## config.mk

```make
export PLATFORM = sky130hd
export DESIGN_NAME = fb_flip_ctrl
export DESIGN_NICKNAME = d
export VERILOG_FILES = /design/src/rtl/fb_flip_ctrl.sv
export SDC_FILE = /design/constraint.sdc
export NUM_CORES = 1
export LEC_CHECK = 0
export ABC_AREA = 1
export CAP_MARGIN = 25
export CORE_MARGIN = 2
export CORE_UTILIZATION = 25
export CTS_CLUSTER_SIZE = 14
export DETAILED_ROUTE_END_ITERATION = 10
export PLACE_DENSITY = 0.58
export SYNTH_ARGS = -nofsm -noshare
export SYNTH_HDL_FRONTEND = slang
export SYNTH_SLANG_ARGS = --single-unit
```

## constraint.sdc

```tcl
create_clock -name clk -period 4.18 [get_ports clk]
set_clock_uncertainty 0.1 [all_clocks]
set_input_delay 1.254 -clock clk [delete_from_list [all_inputs] [get_ports clk]]
set_output_delay 1.254 -clock clk [all_outputs]
set_load 0.1 [all_outputs]
```

## src/rtl/fb_flip_ctrl.sv

```systemverilog
// -----------------------------------------------------------------------------
// fb_flip_ctrl
//
// Frame-buffer page-flip controller. It sits between the renderer and the VGA
// unit's frame_buffer_ptr input and owns a small pool of SDRAM frame buffers.
// The renderer is handed a back buffer. A finished frame is queued as a
// pending flip. The display is retargeted only at the start of vertical
// blanking (falling edge of vga_vs), so a displayed frame never tears.
//
// Build option:
//   FB_FLIP_TRIPLE_BUFFER_EN  defined   -> three buffers with mailbox
//                                          semantics; drop_count is active.
//                             undefined -> two buffers; the renderer stalls
//                                          until vblank; drop_count stays 0.
//
// Parameters:
//   FB_BASE  byte address of buffer 0
//   FB_SIZE  byte size of one buffer (buffer i = FB_BASE + i*FB_SIZE, mod 2^32)
//
// Ports:
//   clk               in   single clock for all logic
//   reset             in   synchronous, active-high
//   vga_vs            in   VGA vertical sync, active-low, asynchronous to clk
//   render_done       in   one-cycle pulse: frame at render_ptr is complete
//   render_ptr        out  base address of the current back buffer
//   render_ready      out  renderer may draw into render_ptr
//   frame_buffer_ptr  out  display base address for the VGA unit
//   flip_pending      out  a completed frame is waiting for vblank
//   frame_count       out  flips performed (wraps)
//   drop_count        out  pending frames overwritten before display
//                          (saturates at 255)
// -----------------------------------------------------------------------------
module fb_flip_ctrl #(
    parameter logic [31:0] FB_BASE = 32'h0000_0000,
    parameter logic [31:0] FB_SIZE = 32'h0004_B000
) (
    input  logic        clk,
    input  logic        reset,
    input  logic        vga_vs,
    input  logic        render_done,
    output logic [31:0] render_ptr,
    output logic        render_ready,
    output logic [31:0] frame_buffer_ptr,
    output logic        flip_pending,
    output logic [15:0] frame_count,
    output logic [7:0]  drop_count
);

    function automatic logic [31:0] buf_base(input logic [1:0] idx);
        return FB_BASE + FB_SIZE * {30'd0, idx};
    endfunction

    // -------------------------------------------------------------------------
    // Vblank detection.
    // Two synchronizer flops, then a delay flop. All three reset high, so a
    // reset can never fabricate a falling edge. The detected edge is
    // registered once more. That places the buffer swap, which is computed
    // from vb_edge_reg, on edge n+3 of a fall first sampled at edge n.
    // -------------------------------------------------------------------------
    logic vs_sync1_reg;
    logic vs_sync2_reg;
    logic vs_prev_reg;
    logic vb_edge_reg;
    logic vb_edge;

    assign vb_edge = vs_prev_reg & ~vs_sync2_reg;

    always_ff @(posedge clk) begin
        if (reset) begin
            vs_sync1_reg <= 1'b1;
            vs_sync2_reg <= 1'b1;
            vs_prev_reg  <= 1'b1;
            vb_edge_reg  <= 1'b0;
        end else begin
            vs_sync1_reg <= vga_vs;
            vs_sync2_reg <= vs_sync1_reg;
            vs_prev_reg  <= vs_sync2_reg;
            vb_edge_reg  <= vb_edge;
        end
    end

    // -------------------------------------------------------------------------
    // Buffer bookkeeping. Each mode produces the same set of *_next values.
    // The registered outputs are then loaded from them.
    // -------------------------------------------------------------------------
    logic [1:0]  front_reg;
    logic [1:0]  back_reg;
    logic [1:0]  front_next;
    logic [1:0]  back_next;
    logic        pend_v_next;
    logic        ready_next;
    logic [15:0] frame_count_next;
    logic [7:0]  drop_count_next;

`ifdef FB_FLIP_TRIPLE_BUFFER_EN

    // Mailbox: the renderer never waits. A newer frame replaces an
    // undisplayed pending frame, and that replacement counts as a drop.
    logic [1:0] pend_reg;
    logic [1:0] pend_next;
    logic       pend_v_reg;

    always_ff @(posedge clk) begin
        if (reset) begin
            front_reg  <= 2'd0;
            back_reg   <= 2'd1;
            pend_reg   <= 2'd2;
            pend_v_reg <= 1'b0;
        end else begin
            front_reg  <= front_next;
            back_reg   <= back_next;
            pend_reg   <= pend_next;
            pend_v_reg <= pend_v_next;
        end
    end

    always_comb begin
        front_next       = front_reg;
        back_next        = back_reg;
        pend_next        = pend_reg;
        pend_v_next      = pend_v_reg;
        frame_count_next = frame_count;
        drop_count_next  = drop_count;
        ready_next       = 1'b1;

        // Vblank is resolved first. In a coincident cycle, render_done then
        // queues against the post-flip state, and the old front becomes the
        // new back.
        if (vb_edge_reg && pend_v_reg) begin
            front_next       = pend_reg;
            pend_v_next      = 1'b0;
            frame_count_next = frame_count + 16'd1;
        end

        if (render_done) begin
            // One idle cycle lets the renderer see the new render_ptr.
            ready_next = 1'b0;
            if (pend_v_next) begin
                pend_next = back_reg;
                back_next = pend_reg;
                if (drop_count != 8'hFF) begin
                    drop_count_next = drop_count + 8'd1;
                end
            end else begin
                pend_next   = back_reg;
                // Indices 0..2 sum to 3, so this yields the unused buffer.
                back_next   = 2'd3 - front_next - back_reg;
                pend_v_next = 1'b1;
            end
        end
    end

`else

    // Double buffering: the renderer stalls from render_done until vblank.
    // The pending frame is always the back buffer, so the state alone marks
    // it as valid.
    typedef enum logic {
        RENDER    = 1'b0,
        WAIT_FLIP = 1'b1
    } state_t;

    state_t state_reg;
    state_t state_next;

    always_ff @(posedge clk) begin
        if (reset) begin
            state_reg <= RENDER;
            front_reg <= 2'd0;
            back_reg  <= 2'd1;
        end else begin
            state_reg <= state_next;
            front_reg <= front_next;
            back_reg  <= back_next;
        end
    end

    always_comb begin
        state_next       = state_reg;
        front_next       = front_reg;
        back_next        = back_reg;
        frame_count_next = frame_count;
        drop_count_next  = 8'd0;

        case (state_reg)
            // A vblank seen in this state is not retroactive for a frame
            // that completes in the same cycle.
            RENDER: begin
                if (render_done) begin
                    state_next = WAIT_FLIP;
                end
            end
            // Further render_done pulses are ignored while the flip waits.
            WAIT_FLIP: begin
                if (vb_edge_reg) begin
                    front_next       = back_reg;
                    back_next        = front_reg;
                    frame_count_next = frame_count + 16'd1;
                    state_next       = RENDER;
                end
            end
            default: begin
                state_next = RENDER;
            end
        endcase

        pend_v_next = (state_next == WAIT_FLIP);
        ready_next  = (state_next == RENDER);
    end

`endif

    // -------------------------------------------------------------------------
    // Registered outputs, loaded from next-state values. A render_done at
    // edge k is therefore visible at edge k+1.
    // -------------------------------------------------------------------------
    always_ff @(posedge clk) begin
        if (reset) begin
            frame_buffer_ptr <= FB_BASE;
            render_ptr       <= FB_BASE + FB_SIZE;
            render_ready     <= 1'b0;
            flip_pending     <= 1'b0;
            frame_count      <= 16'd0;
            drop_count       <= 8'd0;
        end else begin
            frame_buffer_ptr <= buf_base(front_next);
            render_ptr       <= buf_base(back_next);
            render_ready     <= ready_next;
            flip_pending     <= pend_v_next;
            frame_count      <= frame_count_next;
            drop_count       <= drop_count_next;
        end
    end

endmodule
```

==> results.yml <==
setup_path:
  cp_top_family: "buffers and inverters"
  worst_setup_path_start_kind: "flop"
  crit_fanout: 5
  critical_path_required_ps: 2830
  crit_type: "reg -> out"
  critPathSlowestCell: "clkdlybuf4s50_1"
  worst-path-buf-inv: 1
  endpoint_kind: "output port"
  path_cells: "clkdlybuf4s50_1"
  max_stage_delay_ps: 1160
  cp_data_arrival_time_ps: 1850
die:
  die_x_um: 91.37
  dieHeight_um: 91.37
  num_io_pins: 94
  die_area_um2: 8348
  rows: 31
  core_area_um2: 7331
  start_util: 0.2603
cells_and_area:
  drive_above_1_share: 0.1343
  largest_reg_flops: 16
  n_fill_cell: 802
  regMostFlops: "frame_count"
  fin_nets: 294
  antenna_cells: 0
  syn_to_final_growth_pct: 16.13
  largestRegisters: "frame_count: 16 flops, frame_buffer_ptr: 5 flops, render_ptr: 5 flops"
yosys:
  ys_warn_count: 0
  postSynth.asyncResetShare: 0
  ys_seq_area_frac: 0.3567
  synth.distinct_cells: 23
  synth_ff_type: "dfxtp_1"
  synth_seq_cells: 34
  avgSynthCellArea_um2: 7.756
  syn_area_um2: 1908
  syn_inst: 246
  synth-edff-count: 0
power:
  power_uw: 838.1
  power_density_nw_per_um2: 378.2
  power_leakage_nw: 1.036
  ir_worst_vdd_uv: 106.8
sta:
  worst_pin_slew_ps: 979.3
  setup_violations: 0
  maxSlewHeadroom: 0.3451
  timing_hold_violations_final: 0
  fmax_mhz: 312.3
  finalCriticalPeriod_ps: 3202
  tns_ps: 0
  rsz0062_at_grt: "false"
  finalCritPeriodShare: 0.7661
  slew_violations: 0
clock_network:
  cts_resized: 0
  ctsHoldBuffers: 0
  cts_setup_buffers: 0
  clockRootBuffer: "clkbuf_8"
  clk_latency_ps: 280
  cts.clk_slew.worst_paths_ps: 70
  cts_buffer_depth: 2
  h-tree-depth: 2
  cts_tree: "done"
  clock-sinks: 34
  numCtsBuffers: 5
flow_run:
  maxCapViolCount: 0
drt:
  firstDrtPassIters: 4
  avgViaCountPerCell: 3.599
  drt_wl_total_mm: 3.579
  vias: 1375
  first_iter_violations: 38
  drt-wirelength-per-cell_um: 9.369
  route.detailed.drc: 0
  ant_nets: 0
grt:
  grt_pass1_vias: 1239
  grt_use_total: 0.08792
  overflow: 0
  grt_start_max_net_pins: 19
  grt_pass1_wl_mm: 5.865
  antenna_found_initial: 0
status:
  status: "complete, no violations"
place:
  numPortBuffers: 37
  gp_congestion: 0.7732
  hpwl_mm: 2.745
min_path:
  hold_class: "reg -> reg"
-- final cells by class --
class                   count  area (um^2)  share of cell area
inverters                  28        105.1             0.04743
clock inverters             2        10.01            0.004517
multi-input cells         176        864.6              0.3902
well taps                  99        123.9             0.05590
flip-flops and latches     34        680.7              0.3072
repair buffers             38        362.8              0.1637
clock buffers               5        68.82             0.03106
-- metal layers --
| metal | share of wire | wire, um | global-route usage | vias to the layer above |
|---|---|---|---|---|
| li1 | - | - | - | 703 |
| met1 | 0.45 | 1616 | 0.1125 | 619 |
| met2 | 0.48 | 1713 | 0.1377 | 50 |
| met3 | 0.065 | 232 | 0.02988 | 3 |
| met4 | 0.0045 | 16 | 0.03030 | 0 |
| met5 | 0 | 0 | 0 | - |
-- report_power, final --
group	internal [mW]	switching (mW)
sequential	0.329	0.00313
clock	0.112	0.118
combinational	0.0146	0.262
-- synth_stat cells, types with 2 or more instances --
cell type / number / area, um^2
a21oi_1: 8 / 40.04
buf_2: 2 / 10.01
buf_4: 60 / 450.4
dfxtp_1: 34 / 680.7
ha_1: 7 / 87.58
inv_1: 27 / 101.4
nand2_1: 30 / 112.6
nand2_4: 2 / 22.52
nand3_1: 5 / 25.02
nand4_1: 3 / 18.77
nor2_1: 33 / 123.9
nor2_2: 5 / 31.28
nor3_1: 2 / 10.01
o21ai_0: 9 / 45.04
o21ai_2: 4 / 35.03
or2_2: 8 / 50.05
-- cells by family (layout without fill, tap and decap cells) --
family	count (synthesis)	after routing	synth area share
compound gates	22	22	0.06885
fa+ha+maj	7	7	0.04590
buf+inv	91	73	0.2984
flops	34	34	0.3567
other cells	1	56	0.001965
simple gates	91	91	0.2282
-- stage by stage --
step	cell area [um^2]	hold slack, ps	std cells	setup slack [ps]	util
after floorplan	2115	289.5	301	1423	-
after global placement	2137	292.4	375	1303	0.2915
after detailed placement	2137	298.3	375	1290	0.2915
after CTS	2216	312.3	382	967.6	0.3023
after global routing	2216	335.2	382	923.0	0.3023
final	2216	312.1	382	977.6	0.3023
-- worst paths after layout --
kind | end | start | cells past startpoint | slack [ps]
max | frame_count[10] | frame_count[10] | 1 | 980
min | vs_sync2_reg | vs_sync1_reg | 1 | 310
min reg2reg | vs_sync2_reg | vs_sync1_reg | 1 | 310
max reg2reg | render_ptr[15] | flip_pending | 7 | 2360
-- layout by cell type (no fill, tap or decap) --
master,n
o21ai_2,4
nor3_1,2
buf_4,7
nand3_1,5
o21ai_0,9
clkbuf_8,5
nand3_2,1
nand2_1,30
inv_1,27
nand4_1,3
nand2_4,2
a21oi_1,8
dfxtp_1,34
inv_2,1
conb_1,56
o21bai_2,1
nor2_8,1
nor2_2,5
clkdlybuf4s50_1,31
nor2_4,1
nor2_1,33
ha_1,7
or2_2,8
clkinv_2,2
No activity file was read; power rests on OpenSTA's default activity.
